$ cat config.mk
export PLATFORM = sky130hd
export DESIGN_NAME = ddr_wr_packer
export DESIGN_NICKNAME = d
export VERILOG_FILES = /design/src/rtl/ddr_wr_packer_pkg.sv /design/src/rtl/ddr_wr_packer_quant.sv /design/src/rtl/ddr_wr_packer.sv
export SDC_FILE = /design/constraint.sdc
export NUM_CORES = 1
export LEC_CHECK = 0
export ABC_AREA = 0
export BUFFER_PORTS_ARGS = -buffer_cell sky130_fd_sc_hd__clkbuf_2
export CAP_MARGIN = 0
export CORE_MARGIN = 4
export CORE_UTILIZATION = 55
export CTS_BUF_LIST = sky130_fd_sc_hd__clkbuf_4 sky130_fd_sc_hd__clkbuf_8 sky130_fd_sc_hd__clkbuf_16
export DETAILED_ROUTE_END_ITERATION = 6
export HOLD_SLACK_MARGIN = 0.03
export PLACE_DENSITY = 0.84
export SYNTH_ARGS = -nofsm -noshare
export SYNTH_HDL_FRONTEND = slang
export SYNTH_SLANG_ARGS = --single-unit
$ cat constraint.sdc
create_clock -name clk -period 5.4 [get_ports clk]
set_clock_uncertainty 0.1 [all_clocks]
set_input_delay 0 -clock clk [delete_from_list [all_inputs] [get_ports clk]]
set_output_delay 0 -clock clk [all_outputs]
set_load 0.01 [all_outputs]
$ cat src/rtl/ddr_wr_packer_pkg.sv
// Shared types and helpers for the DDR write-back packer.
package ddr_wr_packer_pkg;

    localparam int DATA_W_DEF = 8;
    localparam int DDR_W_DEF  = 256;
    localparam int LANES      = DDR_W_DEF / DATA_W_DEF;

    typedef logic [DDR_W_DEF-1:0] ddr_word_t;

    typedef enum logic [1:0] {
        IDLE,
        REQ,
        DATA,
        DONE
    } wr_state_t;

    function automatic int bw(input int n);
        return (n <= 1) ? 1 : $clog2(n);
    endfunction

endpackage

$ cat src/rtl/ddr_wr_packer_quant.sv
// Requantizer: arithmetic right shift of a signed result, then saturation to DATA_W.
// Round-half-up before the shift when ROUND_NEAREST_EN is defined.
module quant_sat #(
    parameter int RES_W   = 32,
    parameter int DATA_W  = 8,
    parameter int SHIFT_W = 5
) (
    input  logic signed [RES_W-1:0]  din,
    input  logic        [SHIFT_W-1:0] shift,
    output logic signed [DATA_W-1:0] dout
);

`ifdef ROUND_NEAREST_EN
    function automatic logic signed [RES_W:0] rnd_half_up(input logic signed [RES_W:0] x,
                                                          input logic [SHIFT_W-1:0] s);
        logic signed [RES_W:0] bias;
        bias = '0;
        if (s != '0) bias[s - 1'b1] = 1'b1;
        return x + bias;
    endfunction
`endif

    function automatic logic signed [DATA_W-1:0] sat(input logic signed [RES_W:0] x);
        logic signed [RES_W:0] hi;
        logic signed [RES_W:0] lo;
        hi = {{(RES_W + 2 - DATA_W){1'b0}}, {(DATA_W - 1){1'b1}}};
        lo = {{(RES_W + 2 - DATA_W){1'b1}}, {(DATA_W - 1){1'b0}}};
        if (x > hi)
            return hi[DATA_W-1:0];
        else if (x < lo)
            return lo[DATA_W-1:0];
        else
            return x[DATA_W-1:0];
    endfunction

    logic signed [RES_W:0] ext;
    logic signed [RES_W:0] shd;

    // One extra bit of headroom keeps the rounding add from wrapping.
    always_comb begin
        ext = {din[RES_W-1], din};
`ifdef ROUND_NEAREST_EN
        ext = rnd_half_up(ext, shift);
`endif
        shd  = ext >>> shift;
        dout = sat(shd);
    end

endmodule

$ cat src/rtl/ddr_wr_packer.sv
// Requantizes a signed result stream, packs DDR_W/DATA_W lanes per word and issues one
// write burst per start. Optional round-half-up requantization via ROUND_NEAREST_EN.
module ddr_wr_packer
    import ddr_wr_packer_pkg::*;
#(
    parameter int DATA_W     = 8,
    parameter int RES_W      = 32,
    parameter int DDR_W      = 256,
    parameter int DDR_ADDR_W = 32,
    parameter int BURST_W    = 16
) (
    input  logic                    clk,
    input  logic                    rst_n,
    input  logic                    start,
    input  logic [DDR_ADDR_W-1:0]   cfg_addr,
    input  logic [BURST_W-1:0]      cfg_len,
    input  logic [bw(RES_W)-1:0]    cfg_shift,
    input  logic                    in_valid,
    output logic                    in_ready,
    input  logic signed [RES_W-1:0] in_data,
    output logic                    wr_req,
    input  logic                    wr_req_ready,
    output logic [DDR_ADDR_W-1:0]   wr_addr,
    output logic [BURST_W-1:0]      wr_len,
    output logic                    wr_valid,
    input  logic                    wr_ready,
    output logic [DDR_W-1:0]        wr_data,
    output logic                    wr_last,
    output logic                    busy,
    output logic                    done
);

    localparam int NL      = DDR_W / DATA_W;
    localparam int LANE_W  = bw(NL);
    localparam int SHIFT_W = bw(RES_W);
    localparam logic [LANE_W-1:0] LAST_LANE = LANE_W'(NL - 1);

    wr_state_t                state;
    logic [LANE_W-1:0]        lane;
    logic [BURST_W-1:0]       in_words;
    logic [SHIFT_W-1:0]       shift_q;
    logic [DDR_W-1:0]         pack_p0;
    logic [DDR_W-1:0]         word_full;
    logic signed [DATA_W-1:0] q;
    logic                     acc;
    logic                     drain;
    logic                     lane_last;

    quant_sat #(
        .RES_W  (RES_W),
        .DATA_W (DATA_W),
        .SHIFT_W(SHIFT_W)
    ) u_quant (
        .din  (in_data),
        .shift(shift_q),
        .dout (q)
    );

    assign lane_last = (lane == LAST_LANE);
    assign drain     = wr_valid & wr_ready;
    assign in_ready  = (state == DATA) && (in_words < wr_len) &&
                       (!lane_last || !wr_valid || wr_ready);
    assign acc       = in_valid & in_ready;
    assign busy      = (state != IDLE);

    // The final lane bypasses the pack register straight into the output word.
    always_comb begin
        word_full = pack_p0;
        word_full[DDR_W-DATA_W +: DATA_W] = q;
    end

    // Stage p0: pack register, every lane is rewritten before it is read.
    always_ff @(posedge clk) begin
        if (acc) pack_p0[lane*DATA_W +: DATA_W] <= q;
    end

    // Stage p1: control FSM and output word register.
    always_ff @(posedge clk or negedge rst_n) begin
        if (!rst_n) begin
            state    <= IDLE;
            wr_req   <= 1'b0;
            wr_addr  <= '0;
            wr_len   <= '0;
            shift_q  <= '0;
            lane     <= '0;
            in_words <= '0;
            wr_valid <= 1'b0;
            wr_data  <= '0;
            wr_last  <= 1'b0;
            done     <= 1'b0;
        end else begin
            done <= 1'b0;
            case (state)
                IDLE: begin
                    if (start) begin
                        if (cfg_len != '0) begin
                            wr_addr  <= cfg_addr;
                            wr_len   <= cfg_len;
                            shift_q  <= cfg_shift;
                            lane     <= '0;
                            in_words <= '0;
                            wr_req   <= 1'b1;
                            state    <= REQ;
                        end else begin
                            done  <= 1'b1;
                            state <= DONE;
                        end
                    end
                end
                REQ: begin
                    if (wr_req_ready) begin
                        wr_req <= 1'b0;
                        state  <= DATA;
                    end
                end
                DATA: begin
                    if (acc) begin
                        if (lane_last) begin
                            lane     <= '0;
                            in_words <= in_words + 1'b1;
                            wr_valid <= 1'b1;
                            wr_data  <= word_full;
                            wr_last  <= (in_words == wr_len - 1'b1);
                        end else begin
                            lane <= lane + 1'b1;
                        end
                    end
                    if (drain && !(acc && lane_last)) begin
                        wr_valid <= 1'b0;
                        wr_last  <= 1'b0;
                    end
                    if (drain && wr_last) begin
                        done  <= 1'b1;
                        state <= DONE;
                    end
                end
                DONE: state <= IDLE;
                default: state <= IDLE;
            endcase
        end
    end

endmodule
==> summary.md <==
| Metric | Value |
|---|---|
| Highest Clock Rate | `230 MHz` |
| Most instantiated cells after synthesis | `336 x dfrtp_1, 319 x nor2_1, 293 x mux2_2` |
| Synthesized netlist cell count | `1880` |
| I/O Pins | `around 400` |
| Slew Limit Fails | `0` |
| Starting DRC count in detailed routing | `1531` |
| Die area | `49800 µm²` |
| Post-Syn Nets | `around 2k` |
| WL final | `68.9 mm` |
| Port-buffer cells | `400` |
| Sequential share of the synthesized area | `0.623` |
| VDD IR max | `roughly 0.31 mV` |
| WP data arrival | `~4600 ps` |
| Number of library cell types mapped by synthesis | `85` |
| Top cell type's share of synthesized area | `0.330` |
| Die width | `223 µm` |
| Hold WS | `67.1 ps` |
| Post-cts resize count | `0` |
| Synthesized area per cell | `roughly 14 µm²` |
| Fin. Hold Viols | `0` |
| Core Area | `45600 µm²` |
| Worst Hold Class | `in -> reg` |
| DRT Pass-1 Iters | `5` |
| DR WL/cell | `23.1 µm` |
| Gr busiest metal | `met2` |
| Total chip power | `14.0 mW` |
| MaxCap Viol Count | `0` |
| Vias in the first global route | `17.8k` |
| First-pass GRT wire length | `106 mm` |
| CP Max Fanout | `40` |
| All-Layer GR Usage | `0.272` |
| Final Critical Period | `4350 ps` |
| Root buf cell | `clkbuf_16` |
| Power Dens Cells | `458 nW/µm²` |
| Max-Slew Margin vs Limit | `0.188` |
| Synth Cell Area | `25500 µm²` |
| CTS sink cnt | `584` |
| Antenna Cells | `0` |
| Type of the worst setup path | `reg -> reg` |
| Share of cells above drive strength 1 | `0.365` |
| Status | `completed` |
| RSZ-0062 raised after global routing | `false` |
| Area leader, netlist | `dfrtp_1` |
| CP required | `~5600 ps` |
| Grt met3 use | `0.0670` |
| Met2 global-route usage | `0.455` |
| Initial core utilization | `0.558` |
| Vias per inst | `~5.9` |
| TritonCTS clock tree | `yes` |
| Tcrit/Tclk final | `0.806` |
| Ys flop type | `dfrtp_1` |
| Layout net count | `approximately 2.4k` |
| Clock transition at the registers of the reported paths | `60 ps` |
| Syn-to-layout area delta | `20.0%` |
| Yosys warns | `0` |
| Worst-Skew Late Latency | `610 ps` |
| Startpoint types | `flip-flop` |
| Die Ht | `223 µm` |
| Synth area leaders | `dfrtp_1 33%, edfxtp_1 29%, mux2_2 13%, nor2_1 4.7%, mux2i_1 2.0%` |
| Setup_tns | `0 ps` |
| Post-DRT Antenna Nets | `0` |
| Leakage power | `13.6 nW` |
| Crit end category | `flip-flop` |
| Postcts setup bufs | `0` |
| Seq cells post-synth | `584` |
| CTS buffer count | `57` |
| H-tree depth | `2` |
| Site Rows | `78` |
| Most common cell in the synthesized netlist | `dfrtp_1` |
| Final HPWL DP | `45.3 mm` |
| Vias | `~17k` |
| Ys async rst share | `0.575` |
| Grt met1 use | `0.360` |
| Final Wtd Congestion | `0.849` |
| CTS Buffer Depth | `3` |
| Initial antenna violation count | `0` |
| Worst slew pin tran | `1220 ps` |
| Count of flip-flops with a built-in enable after synthesis | `248` |
| DRC violations left | `0` |
| Largest net degree at the start of global routing | `121` |
| Grt total ovfl | `0` |
| Setup violators final | `0` |
[registers in the layout (all words and copies together), names as in the netlist]
| signal | count |
|---|---|
| wr_addr | 32 |
| shift_q | 5 |
| wr_last | 1 |
| pack_p0 | 248 |
| wr_valid | 1 |
| state | 2 |
| wr_req | 1 |
| wr_data | 256 |
| wr_len | 16 |
| lane | 5 |
| done | 1 |
| in_words | 16 |
[cell usage in the layout, fill, tap and decap left out, types with 6 or more instances in the layout]
master and n:
or4_1 8, and3_1 13, nor2b_1 6, clkinv_2 10, nor4_1 18, edfxtp_1 248, clkbuf_8 7, nor2_1 319
dfrtp_1 334, ha_1 25, a21oi_1 35, inv_1 32, dlygate4sd3_1 76, bufinv_16 9, mux2i_1 50, xnor2_1 16
mux4_2 14, clkbuf_2 400, nand4_1 12, a21o_1 6, mux4_1 16, nand2_1 121, mux2_2 293, o31ai_1 10
clkinv_4 6, buf_4 15, o21ai_0 48, nand2b_1 14, nand3_1 21, nor3_1 15, clkbuf_16 58
[per-layer routing]
metal	vias to the layer above	share of wire	wire [µm]
met1	8826	0.39	26800
met3	142	0.086	5920
met5	-	0	0
met4	0	0.030	2080
li1	7691	-	-
met2	826	0.49	34100
[power by group]
part	internal [mW]	total, mW	switching (mW)
registers	5.65	6.35	0.700
clock network	2.54	4.31	1.77
logic	1.42	3.32	1.91
total	9.61	14.0	4.38
[repair_timing]
action / CTS / global route
setup endpoints to repair: 0 / 0
hold endpoints to repair: 218 / 0
hold buffers: 77 / 0
[final cells by class]
type	count	area (µm²)
sequential	584	15900
tap	600	751
clock buffer	70	1590
fill	3107	15000
timing repair buffer	497	3000
multi-input combinational	1159	8740
inverter	33	124
clock inverter	38	492
[worst paths after layout]
| path | from | end | slack, ps | cells after the start |
|---|---|---|---|---|
| max in group asynchronous | rst_n | wr_data[91]$_DFFE_PN0P_ | 3840 | 4 |
| worst max-delay path | shift_q[1]$_DFFE_PN0P_ | pack_p0[115]$_DFFE_PP_ | 1050 | 9 |
| worst min register to register | pack_p0[209]$_DFFE_PP_ | wr_data[209]$_DFFE_PN0P_ | 330 | 1 |
| min in group asynchronous | rst_n | wr_data[207]$_DFFE_PN0P_ | 500 | 4 |
| worst max register to register | shift_q[1]$_DFFE_PN0P_ | pack_p0[115]$_DFFE_PP_ | 1050 | 9 |
| worst min-delay path | cfg_shift[2] | shift_q[2]$_DFFE_PN0P_ | 70 | 4 |
[critical path, cell delays in order (launching register included)]
cell	delay, ps
dfrtp_2	970
buf_4	430
mux4_1	630
mux2i_1	290
o21ai_0	200
nand3_1	140
nor3_1	70
o221ai_2	490
o21a_4	620
nor2_1	130
[through the flow]
stage | worst slack (ps) | utilization | area (µm²) | std cells
4_1_cts | 1060 | 0.670 | 30500 | 2980
3_3_place_gp | 1220 | 0.607 | 27700 | 2795
5_1_grt | 814 | 0.670 | 30600 | 2981
3_5_place_dp | 1070 | 0.607 | 27700 | 2795
2_1_floorplan | 2120 | - | 25500 | 1880
6_report | 1050 | 0.670 | 30600 | 2981
[cells by family (layout without fill, tap and decap cells)]
kind of cell | count (synthesis) | in the layout | synth area share
DFF | 584 | 584 | 0.623
and+or+nand+nor | 579 | 579 | 0.0999
muxes | 373 | 373 | 0.178
AOI/OAI and AO/OA | 164 | 164 | 0.0464
buffers and inverters | 137 | 638 | 0.0340
adders and majority gates | 25 | 25 | 0.0123
xor gates and xnor gates | 18 | 18 | 0.00619
Note: power is estimated with default switching activity, not from simulation.
